--- src/rtl/cpu5_instenc.sv ---
// cpu5 instruction encoder: turns structured commands into RV32I words for the
// decoder subset and queues them in a small FIFO for the fetch/inject path.
module cpu5_instenc #(
   parameter int DEPTH = 4
) (
   input  logic                     clk,
   input  logic                     reset,
   input  logic                     flush,
   input  logic                     cmd_valid,
   output logic                     cmd_ready,
   input  logic [2:0]               cmd_kind,
   input  logic [4:0]               cmd_rd,
   input  logic [4:0]               cmd_rs1,
   input  logic [4:0]               cmd_rs2,
   input  logic [11:0]              cmd_imm,
   output logic                     inst_valid,
   input  logic                     inst_ready,
   output logic [31:0]              inst_data,
   output logic [$clog2(DEPTH):0]   level,
   output logic                     illegal,
   output logic [7:0]               illegal_cnt
);

   localparam int AW = $clog2(DEPTH);
   localparam int LW = AW + 1;
   localparam logic [31:0]   NOP_WORD = 32'h0000_0013;
   localparam logic [AW-1:0] PTR_ONE  = AW'(1);
   localparam logic [LW-1:0] LVL_ONE  = LW'(1);
   localparam logic [LW-1:0] LVL_FULL = LW'(DEPTH);
   localparam logic [2:0]    KIND_ILLEGAL = 3'd7;

   // Branch kinds take offset bits [12:1], so cmd_imm[11] is the sign (bit 12).
   function automatic logic [31:0] encode_cmd(
      input logic [2:0]  kind,
      input logic [4:0]  rd,
      input logic [4:0]  rs1,
      input logic [4:0]  rs2,
      input logic [11:0] imm
   );
      logic [31:0] word;
      word = NOP_WORD;
      case (kind)
         3'd0:    word = {imm, rs1, 3'b010, rd, 7'b0000011};
         3'd1:    word = {imm[11:5], rs2, rs1, 3'b010, imm[4:0], 7'b0100011};
         3'd2:    word = {imm, rs1, 3'b000, rd, 7'b0010011};
         3'd3:    word = {7'b0000000, rs2, rs1, 3'b000, rd, 7'b0110011};
         3'd4:    word = {imm[11], imm[9:4], rs2, rs1, 3'b000, imm[3:0], imm[10], 7'b1100011};
         3'd5:    word = {imm[11], imm[9:4], rs2, rs1, 3'b001, imm[3:0], imm[10], 7'b1100011};
         3'd6:    word = {imm, rs1, 3'b000, rd, 7'b1100111};
         default: word = NOP_WORD;
      endcase
      return word;
   endfunction

   logic [31:0]   mem_q [DEPTH];
   logic [31:0]   mem_d [DEPTH];
   logic [AW-1:0] wr_ptr_q, wr_ptr_d;
   logic [AW-1:0] rd_ptr_q, rd_ptr_d;
   logic [LW-1:0] level_q, level_d;
   logic          illegal_q, illegal_d;
   logic [7:0]    illegal_cnt_q, illegal_cnt_d;

   logic          accept_s;
   logic          push_s;
   logic          pop_s;
   logic [31:0]   cmd_word_s;

   assign cmd_ready   = (level_q != LVL_FULL) & ~flush;
   assign accept_s    = cmd_valid & cmd_ready;
   assign push_s      = accept_s & (cmd_kind != KIND_ILLEGAL);
   assign inst_valid  = (level_q != '0);
   assign pop_s       = inst_valid & inst_ready;
   assign cmd_word_s  = encode_cmd(cmd_kind, cmd_rd, cmd_rs1, cmd_rs2, cmd_imm);
   assign inst_data   = inst_valid ? mem_q[rd_ptr_q] : NOP_WORD;
   assign level       = level_q;
   assign illegal     = illegal_q;
   assign illegal_cnt = illegal_cnt_q;

   // Queue pointers, occupancy and illegal-command bookkeeping.
   always_comb begin
      wr_ptr_d      = wr_ptr_q;
      rd_ptr_d      = rd_ptr_q;
      level_d       = level_q;
      illegal_d     = accept_s & (cmd_kind == KIND_ILLEGAL);
      illegal_cnt_d = illegal_cnt_q;
      if (flush) begin
         rd_ptr_d = wr_ptr_q;
         level_d  = '0;
      end else begin
         if (push_s) begin
            wr_ptr_d = wr_ptr_q + PTR_ONE;
         end else begin
            wr_ptr_d = wr_ptr_q;
         end
         if (pop_s) begin
            rd_ptr_d = rd_ptr_q + PTR_ONE;
         end else begin
            rd_ptr_d = rd_ptr_q;
         end
         case ({push_s, pop_s})
            2'b10:   level_d = level_q + LVL_ONE;
            2'b01:   level_d = level_q - LVL_ONE;
            default: level_d = level_q;
         endcase
      end
      if (illegal_d && (illegal_cnt_q != 8'hFF)) begin
         illegal_cnt_d = illegal_cnt_q + 8'd1;
      end else begin
         illegal_cnt_d = illegal_cnt_q;
      end
   end

   // Storage write; push is already suppressed while flush is high.
   always_comb begin
      mem_d = mem_q;
      if (push_s) begin
         mem_d[wr_ptr_q] = cmd_word_s;
      end else begin
         mem_d = mem_q;
      end
   end

   // Control state register.
   always_ff @(posedge clk or posedge reset) begin
      if (reset) begin
         wr_ptr_q      <= '0;
         rd_ptr_q      <= '0;
         level_q       <= '0;
         illegal_q     <= 1'b0;
         illegal_cnt_q <= 8'd0;
      end else begin
         wr_ptr_q      <= wr_ptr_d;
         rd_ptr_q      <= rd_ptr_d;
         level_q       <= level_d;
         illegal_q     <= illegal_d;
         illegal_cnt_q <= illegal_cnt_d;
      end
   end

   // Entry storage carries no reset; occupancy alone decides what is valid.
   always_ff @(posedge clk) begin
      mem_q <= mem_d;
   end

endmodule

--- config.mk ---
export PLATFORM = sky130hd
export DESIGN_NAME = cpu5_instenc
export DESIGN_NICKNAME = d
export VERILOG_FILES = /design/src/rtl/cpu5_instenc.sv
export SDC_FILE = /design/constraint.sdc
export NUM_CORES = 1
export LEC_CHECK = 0
export ABC_AREA = 0
export CAP_MARGIN = 20
export CELL_PAD_IN_SITES_DETAIL_PLACEMENT = 0
export CELL_PAD_IN_SITES_GLOBAL_PLACEMENT = 2
export CORE_MARGIN = 2
export CORE_UTILIZATION = 42
export DETAILED_ROUTE_END_ITERATION = 8
export PLACE_DENSITY_LB_ADDON = 0.1
export SLEW_MARGIN = 40
export SYNTH_ARGS = -nofsm -noshare
export SYNTH_HDL_FRONTEND = slang
export SYNTH_SLANG_ARGS = --single-unit
--- constraint.sdc ---
create_clock -name clk -period 5.4 [get_ports clk]
set_input_delay 0.54 -clock clk [delete_from_list [all_inputs] [get_ports clk]]
set_output_delay 0.54 -clock clk [all_outputs]
set_load 0.01 [all_outputs]
# == Word level (Yosys, flattened, before mapping) ==
# Index checks and enable logic that the tools add are counted.
# op_classes
addsub,5
order_cmp,3
eq_ne,12
mux,12
bitwise,8
n_reduce_logical,7
# op_table
operator,n
$pmux 32 s7,1
$bwmux 128,1
$mux 32,4
$bmux 32 s2,1
$demux 32 s2,1
$eq 3x3->1 const B,4
$add 8x1->8 const B,1
$ne 8x8->1 const B,1
$eq 3x2->1 const B,2
$ge 3x3->1 const B,2
$ne 3x3->1 const B,2
$not 2->3,2
$pmux 3 s2,1
$reduce_bool 3->1,2
$and 1x1->1,5
$add 2x1->2 const B,2
$mux 2,2
$add 3x1->3 const B,1
$eq 3x1->1 const B,1
$logic_not 3->1,1
$lt 3x1->1 const B,1
$mux 3,1
$sub 3x1->3 const B,1
$eq 2x1->1 const B,1
5 further kinds,6
# totals
reg_bits,144
inputBits,35
output_inout_bits,46
elab_cells,56

# == Depth between registers and ports, before layout ==
# logic_depth
depth_word,7
depth_mapped,9
mapped_depth_nobuf,7

# == Worst setup path after synthesis ==
# No wires, ideal clock.
# synth_timing
path_kind,input-to-reg
from,in cmd_kind[1]
to,reg level_q[2] (netlist: level[2])
setup_ns,0.128
arrival_time_ns,2.225
required_ns,5.272
slack_ns,3.047
stages,9
path_buffers,2
cell_sequence,buf_4 > nand3_4 > nor4bb_2 > buf_6 > nor2_1 > fa_1 > and2_1 > mux2i_1 > mux2_1
# synth_via
elab_chain_len,5
elab_cells_between_ends,7
cone_classes,eq/ne (3); mux (2); bitwise (1); reduce/logical (1)
# synth_lines
element,line,rtl
from (decl),11,"input logic [2:0] cmd_kind,"
$ne 3x3->1 (*),70,assign push_s = accept_s & (cmd_kind != KIND_ILLEGAL);
$and 1x1->1 (*),70,
$eq 2x1->1 or $eq 2x2->1 (tied branches),100,"case ({push_s, pop_s})"
$pmux 3 s2,100,
$mux 3,86,if (flush) begin
to (signal assigned),134,level_q <= level_d;
to (decl),59,"logic [LW-1:0] level_q, level_d;"
# Every way passes the cells marked *; elsewhere a longest branch is shown, timed or not.
# A chain may end at the register's enable or synchronous reset.

# == Final worst setup path ==
# layout_timing
from,reg rd_ptr_q[0]
to,out inst_data[4]
# layout_via
elab_chain_len,5
# layout_lines
element,line,rtl
from (decl),58,"logic [AW-1:0] rd_ptr_q, rd_ptr_d;"
from (signal assigned),133,rd_ptr_q <= rd_ptr_d;
$not 2->3 (implied by the code),74,assign inst_data = inst_valid ? mem_q[rd_ptr_q] : NOP_WORD;
$bmux 32 s2,74,
$mux 32 (implied by the code) (2 in series),74,
$mux 32,74,
to (decl),18,"output logic [31:0] inst_data,"
# No other way between the ends. The select of a mux whose other input is x is not followed.

==> metrics.csv <==
stage;metric;value;unit
outcome;outcome;finished clean;
min_path;Hold Crit Class;register to register;
logic_synthesis;Cell Area, Synth;5720;sq um
placed_design;GP Congestion;0.741;
min_path;Hold Crit Depth;1;
finish;share of layout cells above drive strength 1;15.6;%
logic_synthesis;synth warn;0;
sta;Final min period;3.08;ns
logic_synthesis;flops & latches, synth;128;
sta;Clock Skews;0.00848;ns
logic_synthesis;average size of a mapped cell;16.1;sq um
placed_design;placed cells;592;
worst_setup_path;CP Cell Sequence;mux4_2, or2_1, clkdlybuf4s50_1;
cts;CTS tree;yes;
logic_synthesis;Post-synth ARST share;12.5;%
cts;clk_lat worst skew;0.41;ns
floorplan;I/O pin cnt;81;
power;Power Dens Cells;488;nW/um^2
worst_setup_path;Worst path max stage delay;0.84;ns
placed_design;Port-buffer cells;76;
sta;Setup TNS Final;0;ns
finish;Net count, final;476;
cts;CTS Buf Count;17;
sta;unrepaired setup endpoints after global routing;false;
floorplan;die height;121;um
power;power consumption;3490;uW
min_path;worst hold start;illegal_cnt[5];
routing;via count;3215;
floorplan;Die X-Extent;121;um
placed_design;dpl hpwl;7.01;mm
sta;final max-slew violation count;0;
cts;CTS hold repair buffers;0;
worst_setup_path;reg-to-reg startpoint;level[0];
global_route;largest net degree at the start of global routing;31;
cts;CTS max path bufs;2;
sta;Relative slew margins;48.5;%
finish;filler cell count;1140;
routing;DRT iter0 DRCs;183;
power;Max VDD drop;0.200;mV
logic_synthesis;Synth cell types;40;
routing;vias per cell;5.15;
global_route;gr usage total;17.3;%
worst_setup_path;critical path launch point type;register;
sta;Fmax achieved;324;MHz
global_route;first-pass GRT wire length;18.4;mm
routing;Antenna Violating Nets Remaining;0;
worst_setup_path;CP bufs+invs;1;
worst_setup_path;r2r worst-path depth;5;
cts;Setup Fix Bufs, Post-CTS;0;
cts;# H-tree levels;4;
floorplan;initial core utilization;43.1;%
worst_setup_path;delay-heaviest family, CP;flip-flops;
global_route;vias in the first global route;3309;
logic_synthesis;main flop type after synthesis;edfxtp_1;
routing;WL/cell;18.5;um
worst_setup_path;Worst EP arrival;2.54;ns
routing;final WL;11.5;mm
logic_synthesis;Mapped Cells;355;
worst_setup_path;crit path kind;register to output pin;
routing;Pre-antenna DRT Iters;6;
cts;Reg clk slew, reported paths;0.05;ns
sta;Tightest Pin Transition;0.773;ns
worst_setup_path;crit-path max FO;30;
worst_setup_path;FF-to-FF End;mem_q[107];
floorplan;Rows;42;
worst_setup_path;Crit. End Element;output pin;
sta;crit share post-route;57.1;%
cts;Root Buffer;clkbuf_16;
logic_synthesis;EDFF count, synth;112;
flow_run;Max-Cap Viols;0;
logic_synthesis;post-synthesis sequential area ratio;65.7;%
power;Leakage Power;0.00249;uW
global_route;GRT Residual Overflow;0;
finish;diode count;0;
floorplan;core area;13300;sq um
sta;count of final setup violators;0;
worst_setup_path;Crit-path slowest cell;dfrtp_4;
worst_setup_path;CP Data Required Time;4.86;ns
routing;# DRC;0;
global_route;initial antenna violation count;0;
cts;post_cts resized;0;
finish;final cell count without fillers;624;
sta;hold_ws;0.495;ns
sta;Hold Violations, Final;0;
worst_setup_path;reg2reg setup slack;2.89;ns
floorplan;DIE AREA;14600;sq um
cts;Sink Count;128;
finish;area growth from synthesis to layout;24.9;%
min_path;WHS Endpoint;illegal_cnt[5];
-- cells by family after synthesis --
logic type | Yosys count | share of synthesized area [%]
compound gates | 37 | 4.22
xor+xnor | 11 | 1.81
fa+ha+maj | 6 | 1.44
buf+inv | 34 | 2.93
flops | 128 | 65.7
mux | 44 | 13.9
other cells | 2 | 0.131
simple gates | 93 | 9.77
-- worst max-delay path by stage --
| stage | cells past startpoint | end | slack (ns) | startpoint |
|---|---|---|---|---|
| after floorplan | 9 | level[2] | 3.05 | cmd_kind[1] |
| after global placement | 6 | mem_q[122] | 1.74 | cmd_kind[1] |
| after detailed placement | 6 | mem_q[122] | 1.94 | cmd_kind[0] |
| after CTS | 3 | inst_data[4] | 2.23 | rd_ptr_q[0] |
| after global routing | 3 | inst_data[4] | 2.16 | rd_ptr_q[0] |
| final | 3 | inst_data[4] | 2.32 | rd_ptr_q[0] |
-- through the flow --
step	utilization [%]	area [sq um]	setup WS, ns
after floorplan	-	5730	3.05
final	53.8	7150	2.32
after CTS	53.8	7150	2.23
after global routing	53.8	7150	2.16
after detailed placement	49.9	6640	1.94
after global placement	49.9	6640	1.74
-- sequential cells by signal (all words and copies together), names as in the netlist --
register,cells
illegal,1
illegal_cnt,8
level,3
mem_q,112
rd_ptr_q,2
wr_ptr_q,2
-- power breakdown --
part / internal (uW) / total, uW / switching (uW)
clock: 620 / 993 / 374
combinational: 653 / 1160 / 507
sequential: 1210 / 1340 / 127
-- synth_stat cells (all sizes together), types with 2 or more instances --
cell	count	area, sq um
xor2	3	33.8
ha	5	62.6
and2	43	269
xnor2	8	70.1
nand4	5	31.3
nor2b	4	25.0
o21ai	19	95.1
mux2i	13	130
a211oi	5	37.5
and3	2	12.5
a22oi	5	37.5
conb	2	7.51
edfxtp	112	3360
buf	12	85.1
dfrtp	16	400
clkbuf	12	45.0
a221oi	5	43.8
mux4	28	631
nand2	11	43.8
nor2	16	60.1
mux2	3	37.5
nand2b	2	12.5
nand3	4	32.5
inv	10	37.5
-- metal layers --
layer / wire (um) / share of wire (%) / track usage [%]
met5: 0 / 0 / 0
met2: 5730 / 50 / 28.0
met4: 164 / 1.4 / 6.54
met1: 5300 / 46 / 22.5
met3: 349 / 3.0 / 4.39
-- cell type report --
| type | instances | area [sq um] | share of cell area [%] |
|---|---|---|---|
| Timing Repair Buffer | 83 | 808 | 11.3 |
| Clock buffer | 22 | 444 | 6.21 |
| Sequential cell | 128 | 3770 | 52.7 |
| Multi-Input combinational cell | 195 | 1800 | 25.2 |
| Tap cell | 176 | 220 | 3.08 |
| Clock inverter | 10 | 70.1 | 0.980 |
| Inverter | 10 | 37.5 | 0.525 |
-- worst reg2reg max path: stages (launching register included) --
cell	delay, ns
dfrtp_1	0.51
nor3b_2	0.14
nor4bb_2	0.27
buf_4	0.22
and2_1	0.64
buf_4	0.40
-- cells in the final DEF (no fill, tap or decap), drive strengths merged, types with 5 or more instances in the layout --
| cell | instances |
|---|---|
| a211oi | 5 |
| xnor2 | 8 |
| nand4 | 5 |
| nand2 | 11 |
| a22oi | 5 |
| buf | 8 |
| nor2 | 16 |
| dfrtp | 16 |
| mux2i | 13 |
| clkbuf | 22 |
| edfxtp | 112 |
| and2 | 43 |
| mux4 | 28 |
| a221oi | 5 |
| ha | 5 |
| clkdlybuf4s50 | 75 |
| o21ai | 19 |
| inv | 10 |
| clkinv | 9 |
No activity file was read; power rests on OpenSTA's default activity.
